`src/rtl/hssl_rx_frame_decoder.sv`:
```
// HSSL receive-side frame decoder: word-sync tracking against K28.5 idles,
// idle stripping, payload FIFO with valid/ready output, saturating error/drop counters.
module hssl_rx_frame_decoder #(
    parameter int unsigned SYNC_IDLES = 16,
    parameter int unsigned LOSS_BADS  = 4,
    parameter int unsigned FIFO_DEPTH = 16
) (
    input  logic        clk_in,
    input  logic        reset_n_in,
    input  logic        rx_reset_done_in,
    input  logic [31:0] rx_data_in,
    input  logic [3:0]  rx_charisk_in,
    input  logic [3:0]  rx_disperr_in,
    input  logic [3:0]  rx_encerr_in,
    output logic [31:0] dat_out,
    output logic        vld_out,
    input  logic        rdy_in,
    output logic        synced_out,
    output logic [15:0] err_cnt_out,
    output logic [15:0] drop_cnt_out,
    input  logic        cnt_clear_in
);
    localparam int unsigned AW = $clog2(FIFO_DEPTH);
    localparam int unsigned IW = $clog2(SYNC_IDLES + 1);
    localparam int unsigned BW = $clog2(LOSS_BADS + 1);

    localparam logic [1:0] ST_LOS    = 2'd0;
    localparam logic [1:0] ST_CHECK  = 2'd1;
    localparam logic [1:0] ST_SYNCED = 2'd2;

    logic [31:0]   s1_data_q;
    logic [3:0]    s1_k_q, s1_derr_q, s1_eerr_q;
    logic [1:0]    state_q, state_d;
    logic [IW-1:0] idle_q, idle_d;
    logic [BW-1:0] bad_q, bad_d;
    logic          synced_q;
    logic [15:0]   err_cnt_q, drop_cnt_q;
    logic [31:0]   mem_q [FIFO_DEPTH];
    logic [AW:0]   wr_q, rd_q;
    logic          is_idle, is_data, is_bad, s1_err;
    logic          push, err_inc, full, pop, push_ok, drop;

    always_ff @(posedge clk_in or negedge reset_n_in) begin
        if (!reset_n_in) begin
            s1_data_q <= '0;
            s1_k_q    <= '0;
            s1_derr_q <= '0;
            s1_eerr_q <= '0;
        end else begin
            s1_data_q <= rx_data_in;
            s1_k_q    <= rx_charisk_in;
            s1_derr_q <= rx_disperr_in;
            s1_eerr_q <= rx_encerr_in;
        end
    end

    assign s1_err  = (|s1_derr_q) | (|s1_eerr_q);
    assign is_idle = !s1_err && (s1_k_q == 4'b0001) && (s1_data_q[7:0] == 8'hBC);
    assign is_data = !s1_err && (s1_k_q == 4'b0000);
    assign is_bad  = !is_idle && !is_data;

    always_comb begin
        state_d = state_q;
        idle_d  = idle_q;
        bad_d   = bad_q;
        push    = 1'b0;
        err_inc = 1'b0;
        if (!rx_reset_done_in) begin
            state_d = ST_LOS;
            idle_d  = '0;
            bad_d   = '0;
        end else begin
            case (state_q)
                ST_LOS: begin
                    if (is_idle) begin
                        state_d = ST_CHECK;
                        idle_d  = IW'(1);
                    end
                end
                ST_CHECK: begin
                    if (is_idle) begin
                        if (idle_q == IW'(SYNC_IDLES - 1)) begin
                            state_d = ST_SYNCED;
                            idle_d  = '0;
                        end else begin
                            idle_d = idle_q + IW'(1);
                        end
                    end else if (is_bad) begin
                        state_d = ST_LOS;
                        idle_d  = '0;
                    end
                end
                ST_SYNCED: begin
                    if (is_bad) begin
                        err_inc = 1'b1;
                        if (bad_q == BW'(LOSS_BADS - 1)) begin
                            state_d = ST_LOS;
                            bad_d   = '0;
                        end else begin
                            bad_d = bad_q + BW'(1);
                        end
                    end else begin
                        bad_d = '0;
                        push  = is_data;
                    end
                end
                default: begin
                    state_d = ST_LOS;
                    idle_d  = '0;
                    bad_d   = '0;
                end
            endcase
        end
    end

    // Extra MSB on the pointers distinguishes full from empty when the indices match.
    assign full    = (wr_q[AW] != rd_q[AW]) && (wr_q[AW-1:0] == rd_q[AW-1:0]);
    assign vld_out = (wr_q != rd_q);
    assign dat_out = vld_out ? mem_q[rd_q[AW-1:0]] : '0;
    assign pop     = vld_out && rdy_in;
    assign push_ok = push && (!full || pop);
    assign drop    = push && full && !pop;

    always_ff @(posedge clk_in) begin
        if (push_ok) begin
            mem_q[wr_q[AW-1:0]] <= s1_data_q;
        end
    end

    always_ff @(posedge clk_in or negedge reset_n_in) begin
        if (!reset_n_in) begin
            state_q    <= ST_LOS;
            idle_q     <= '0;
            bad_q      <= '0;
            synced_q   <= 1'b0;
            wr_q       <= '0;
            rd_q       <= '0;
            err_cnt_q  <= '0;
            drop_cnt_q <= '0;
        end else begin
            state_q  <= state_d;
            idle_q   <= idle_d;
            bad_q    <= bad_d;
            synced_q <= (state_d == ST_SYNCED);
            if (!rx_reset_done_in) begin
                wr_q <= '0;
                rd_q <= '0;
            end else begin
                if (push_ok) wr_q <= wr_q + (AW+1)'(1);
                if (pop)     rd_q <= rd_q + (AW+1)'(1);
            end
            if (cnt_clear_in)                      err_cnt_q <= '0;
            else if (err_inc && err_cnt_q != '1)   err_cnt_q <= err_cnt_q + 16'd1;
            if (cnt_clear_in)                      drop_cnt_q <= '0;
            else if (drop && drop_cnt_q != '1)     drop_cnt_q <= drop_cnt_q + 16'd1;
        end
    end

    assign synced_out   = synced_q;
    assign err_cnt_out  = err_cnt_q;
    assign drop_cnt_out = drop_cnt_q;

endmodule
```
`config.mk`:
```
export PLATFORM = sky130hd
export DESIGN_NAME = hssl_rx_frame_decoder
export DESIGN_NICKNAME = d
export VERILOG_FILES = /design/src/rtl/hssl_rx_frame_decoder.sv
export SDC_FILE = /design/constraint.sdc
export NUM_CORES = 1
export LEC_CHECK = 0
export ABC_AREA = 0
export BUFFER_PORTS_ARGS = -buffer_cell sky130_fd_sc_hd__buf_2
export CAP_MARGIN = 20
export CELL_PAD_IN_SITES_DETAIL_PLACEMENT = 0
export CELL_PAD_IN_SITES_GLOBAL_PLACEMENT = 1
export CORE_UTILIZATION = 35
export DETAILED_ROUTE_END_ITERATION = 10
export GPL_TIMING_DRIVEN = 0
export PLACE_DENSITY = 0.57
export RECOVER_POWER = 50
export SLEW_MARGIN = 15
export SYNTH_ARGS = -nofsm -noshare
export SYNTH_HDL_FRONTEND = slang
export SYNTH_SLANG_ARGS = --single-unit
```
`constraint.sdc`:
```
create_clock -name clk_in -period 5.51 [get_ports clk_in]
set_input_delay 0.2755 -clock clk_in [delete_from_list [all_inputs] [get_ports clk_in]]
set_output_delay 0.2755 -clock clk_in [all_outputs]
set_load 0.02 [all_outputs]
```
# After elaboration in Yosys (flattened, before gate mapping)
# Memory sizes are Yosys's and may differ from the RTL's.
# Cells that the tools add are included.
dict set report word_totals {
  register_bits 97
  ramBits 512
  in_bits 49
  memories 1
}
# name words width read_ports rd_clocked_by_memory_dff wr line_no
set memory_table {}
lappend memory_table {mem_q 16 32 1 0 1 38} ;# logic [31:0] mem_q [FIFO_DEPTH];
dict set report classes {
  addsub 6
  eq_ne 18
  n_mux 35
  bitwise_logic 1
  reduce_logical 25
}
# op count
set ops {}
lappend ops {{two-way mux 16 bit} 4}
lappend ops {{two-way mux 5 bit} 9}
lappend ops {{adder 16 x 1 -> 16 bit, second input constant} 2}
lappend ops {{two-way mux 32 bit} 1}
lappend ops {{inequality test 16 bit, second input constant} 2}
lappend ops {{adder 5 x 1 -> 5 bit, second input constant} 3}
lappend ops {{case mux 5 bit (3 select lines)} 1}
lappend ops {{two-way mux 2 bit} 7}
lappend ops {{logical AND 1 bit} 11}
lappend ops {{two-way mux 3 bit} 3}
lappend ops {{== test 8 bit, second input constant} 1}
lappend ops {{two-way mux 1 bit} 8}
lappend ops {{OR reduction 4 bit} 2}
lappend ops {{case mux 2 bit (3 select lines)} 1}
lappend ops {{case mux 3 bit (2 select lines)} 1}
lappend ops {{== test 5 x 4 -> 1 bit, second input constant} 1}
lappend ops {{zero test 1 bit} 5}
lappend ops {{inequality test 5 bit} 1}
lappend ops {{== test 2 bit, second input constant} 2}
lappend ops {{== test 4 x 1 -> 1 bit, second input constant} 1}
lappend ops {{== test 4 bit} 1}
lappend ops {{zero test 4 bit} 1}
lappend ops {{inequality test 2 x 1 -> 1 bit, second input constant} 2}
lappend ops {{inequality test 2 bit, second input constant} 2}
lappend ops {{other kinds (12)} 13}

# Logic depth before layout (Yosys ltp)
dict set report depth {
  ltp_word 15
  mapped_depth 9
  mapped_depth_nobuf 7
}

# Worst setup path after synthesis
# OpenSTA, ideal clock, no wires.
dict set report synth_timing {
  kind {reg-to-reg}
  start {register s1_derr_q[1]}
  end {memory mem_q[0][0] (enable)}
  setup_ns 0.461
  arrival_time_ns 3.728
  required_ns 5.049
  path_slack_ns 1.321
  path_stages_with_launch 6
  n_path_buf 0
  synth_period_minus_slack_ns 4.189
  cell_sequence {dfrtp_1 -> nor4_4 -> nand3_2 -> a2111oi_4 -> nand2_1 -> nor3_1}
}
dict set report synth_via {
  elab_chain_cells 13
}
# item line_no
set synth_rtl {}
lappend synth_rtl {{from (decl)} 32} ;# logic [3:0] s1_k_q, s1_derr_q, s1_eerr_q;
lappend synth_rtl {{from (signal assigned)} 52} ;# s1_derr_q <= rx_disperr_in;
lappend synth_rtl {{OR reduction 4 bit (*)} 57} ;# assign s1_err = (|s1_derr_q) | (|s1_eerr_q);
lappend synth_rtl {{OR 1 bit (*)} 57}
lappend synth_rtl {{zero test 1 bit (*)} {58, 59}}
lappend synth_rtl {{logical AND 1 bit (2 in a row)} 58} ;# assign is_idle = !s1_err && (s1_k_q == 4'b0001) && (s1_data_q[7:0] == 8'hBC);
lappend synth_rtl {{zero test 1 bit} 60} ;# assign is_bad = !is_idle && !is_data;
lappend synth_rtl {{logical AND 1 bit} 60}
lappend synth_rtl {{two-way mux 1 bit (*)} 94} ;# if (is_bad) begin
lappend synth_rtl {{two-way mux 1 bit (*)} 73} ;# case (state_q)
lappend synth_rtl {{two-way mux 1 bit (*)} 68} ;# if (!rx_reset_done_in) begin
lappend synth_rtl {{logical AND 1 bit (*)} 121} ;# assign push_ok = push && (!full || pop);
lappend synth_rtl {{two-way mux 1 bit (*)} 125} ;# if (push_ok) begin
lappend synth_rtl {{two-way mux 1 bit (not written as such) (*)} 126} ;# mem_q[wr_q[AW-1:0]] <= s1_data_q;
lappend synth_rtl {{to (decl)} 38}
# Mark *: on every way between the ends. The rest lies on a longest branch, timed or not.

# Worst setup path after layout
dict set report layout_timing {
  start {register rd_q[1]}
  end {output dat_out[30]}
}
dict set report layout_via {
  elab_chain_cells 2
}
# item line_no
set layout_rtl {}
lappend layout_rtl {{from (decl)} 39} ;# logic [AW:0] wr_q, rd_q;
lappend layout_rtl {{from (signal assigned)} 150} ;# if (pop) rd_q <= rd_q + (AW+1)'(1);
lappend layout_rtl {{memory (16 x 32 bit) or inequality test 5 bit (tied branches)} -}
lappend layout_rtl {{two-way mux 32 bit (*)} 119} ;# assign dat_out = vld_out ? mem_q[rd_q[AW-1:0]] : '0;
lappend layout_rtl {{to (decl)} 15} ;# output logic [31:0] dat_out,
# Marked as above.

==> impl_metrics.tcl <==
set metrics [dict create \
    synth-seq-cells 609 \
    row_count 94 \
    postCtsSetupBuffers 0 \
    postRouteAntennaNets 0 \
    fp.dieArea_um2 68200 \
    routed_via_density 5.10 \
    die_h_um 261 \
    synth_flop_cell "edfxtp_1" \
    htreeDepth 3 \
    cp-start-kind "flip-flop" \
    fmax_mhz 249 \
    numCtsBuffers 67 \
    cp_cell_sequence "clkbuf_2, clkbuf_1, buf_1, mux4_2, mux4_2, and2_1, buf_2" \
    synthCells 1115 \
    drc 0 \
    dp_hpwl_um 35300 \
    worstPathRequired_ns 5.23 \
    cts_tree "built" \
    worstHoldPathCells 4 \
    synth_common_cells "512 x edfxtp_1, 160 x mux4_2, 97 x dfrtp_1" \
    syn_nets 1173 \
    critPathArrivalTime_ns 3.74 \
    netlist_area_um2 23500 \
    dp_slack_ns 2.05 \
    grt.total_usage 0.169 \
    synth.area.top_cells "edfxtp_1 65%, mux4_2 15%, dfrtp_1 10%" \
    cts.repair.resized 0 \
    skew_ns 0.0352 \
    rsz0062_at_grt "false" \
    max_cap_viol_count 1 \
    cts-root-buf "clkbuf_16" \
    vias 11700 \
    cts_buffer_depth 3 \
    crit_type "flip-flop to primary output" \
    drive_above_1_share 0.317 \
    fin_area_um2 28600 \
    slowest_stage "buf_1" \
    initial_core_util 0.356 \
    syn2layout_area_growth_pct 21.7 \
    clk_latency_ns 0.61 \
    fillers 5744 \
    io_pins 115 \
    design_power_total_mw 9.69 \
    core_area_um2 66100 \
    multiInputGateArea_um2 5570 \
    finalNonFillerCells 2301 \
    status "finished, violations left" \
    grt_pass1_wl_um 82600 \
    finalWorstSetupSlack_ns 1.49 \
    min_to "rd_q[3]$_DFFE_PN0P_" \
    relSlewSlack -1.47 \
    port_buffers 114 \
    violations "max-capacitance violations, max-slew violations" \
    path_buf_inv 4 \
    fin_crit_ns 4.02 \
    setup_tns_ns 0 \
    ctsHoldBuffers 47 \
    min_period_over_period 0.729 \
    place_congestion 0.721 \
    synth_edf_count 512 \
    end_kind "primary output" \
    met3_usage 0.0351 \
    ys_seq_area_frac 0.757 \
    grt_pass1_vias 12500 \
    placed_cells 2131 \
    worstMarginPinSlew_ns 3.70 \
    critPathTopFamily "buffers and inverters" \
    synth_top_area_share 0.654 \
    regArea_um2 17800 \
    worstHoldStart "rdy_in" \
    max_stage_delay_ns 0.76 \
    r2r_end "mem_q[12][4]$_DFFE_PP_" \
    power_density_nw_per_um2 338 \
    grt_util_met2 0.271 \
    async_flop_share 0.159 \
    r2r-start "rd_q[1]$_DFFE_PN0P_" \
    synth.avg_cell_area_um2 21.1 \
    reg2reg_slack_ns 2.24 \
    finalSetupViolCount 0 \
    yosys.area.top_type "edfxtp_1" \
    insertedDiodeCount 0 \
    ir_drop_v 0.000186 \
    ys.warnings.count 0 \
    crit_top_cell "mux4_2" \
    fp.dieW_um 261 \
    place_area_um2 25900 \
    antenna_found_initial 2 \
    top_usage_layer "met2" \
    overflow 0 \
    yosys.cell_types.count 47 \
    grt_start_max_net_pins 52 \
    drt-pass1-iter-count 8 \
    wl_um 55900 \
    min_path_type "input port to flip-flop" \
    wl_per_cell_um 24.3 \
    cellLeakagePower_nw 9.62 \
    maxSlewViolCount 47 \
    drt_iter0_drc 930 \
    synth_most_common_cell "edfxtp_1" \
    rr_worst_depth 7 \
    cts.clk_slew.worst_paths_ns 0.06 \
    clock-sinks 609 \
    nets 1442 \
    use_met1 0.234 \
    hold_viol 0 \
    worstPathMaxFanout 10 \
]
-- per-layer routing --
| layer | wire length (µm) | share of wire | up-vias |
|---|---|---|---|
| met2 | 26900 | 0.48 | 300 |
| met5 | 21 | 0.00038 | - |
| met4 | 1050 | 0.019 | 4 |
| li1 | - | - | 5110 |
| met3 | 2740 | 0.049 | 82 |
| met1 | 25200 | 0.45 | 6233 |
-- sequential cells by signal (all words and copies together) (netlist names), 3 cells and up --
register / cells
s1_k_q: 4
rd_q: 5
drop_cnt_out: 16
bad_q: 3
s1_eerr_q: 4
err_cnt_out: 16
s1_derr_q: 4
mem_q: 512
s1_data_q: 32
wr_q: 5
idle_q: 5
-- tightest hold or removal path: stages --
cell and delay (ns):
buf_2 0.14, nand3_1 0.09, xor2_1 0.06, nor2_1 0.08
-- placed cells by master, fill, tap and decap left out, types with 5 or more instances in the layout --
master	instances
and3_1	13
dfrtp_1	97
clkbuf_16	69
nor3_1	10
buf_1	8
nor2_1	43
buf_2	126
mux2i_1	5
a21oi_1	11
buf_4	16
or3_1	5
xor2_1	23
bufinv_16	7
clkbuf_8	5
buf_16	11
inv_1	5
buf_12	7
clkinv_2	8
nor2_4	12
clkbuf_1	41
clkinv_1	6
mux4_2	160
nand3_1	20
ha_1	9
and4_1	5
o21ai_0	9
edfxtp_1	512
nand4_1	13
buf_6	10
xnor2_1	12
and2_1	37
dlygate4sd3_1	47
nand2_1	18
-- cell type report --
cell class | count | area share
buffer | 52 | 0.00848
clock buffer | 90 | 0.0648
clock inverter | 32 | 0.0137
inverter | 5 | 0.000656
multi-input combinational | 449 | 0.194
sequential | 609 | 0.622
tap | 864 | 0.0378
timing repair buffer | 200 | 0.0583
-- kinds of logic after synthesis --
kind of cell,synth area share
compound gates,0.0106
xor+xnor,0.0130
fa+ha+maj,0.00479
buf+inv,0.0110
flops,0.757
mux,0.155
simple gates,0.0482
-- where the power goes --
part | switching, mW | total [mW] | internal (mW)
clock | 1.83 | 4.54 | 2.72
sequential | 0.0542 | 5.07 | 5.01
combinational | 0.0369 | 0.0752 | 0.0383
total | 1.92 | 9.69 | 7.77
-- through the flow --
step	util	hold slack [ns]
detailed placement	0.392	0.317
global route	0.433	0.110
finish	0.433	0.108
CTS	0.433	0.0742
floorplan	-	-0.0201
global placement	0.381	0.383
-- worst max path at each step --
stage / end / depth (start not counted) / from / slack [ns]
2_1_floorplan: mem_q[0][0]$_DFFE_PP_ / 5 / s1_derr_q[1]$_DFF_PN0_ / 1.32
3_3_place_gp: mem_q[0][9]$_DFFE_PP_ / 5 / s1_derr_q[1]$_DFF_PN0_ / -1.87
3_5_place_dp: dat_out[30] / 7 / rd_q[1]$_DFFE_PN0P_ / 2.05
4_1_cts: dat_out[30] / 7 / rd_q[1]$_DFFE_PN0P_ / 1.43
5_1_grt: dat_out[30] / 7 / rd_q[1]$_DFFE_PN0P_ / 1.35
6_report: dat_out[30] / 7 / rd_q[1]$_DFFE_PN0P_ / 1.49
Note: power is estimated with default switching activity, not from simulation.
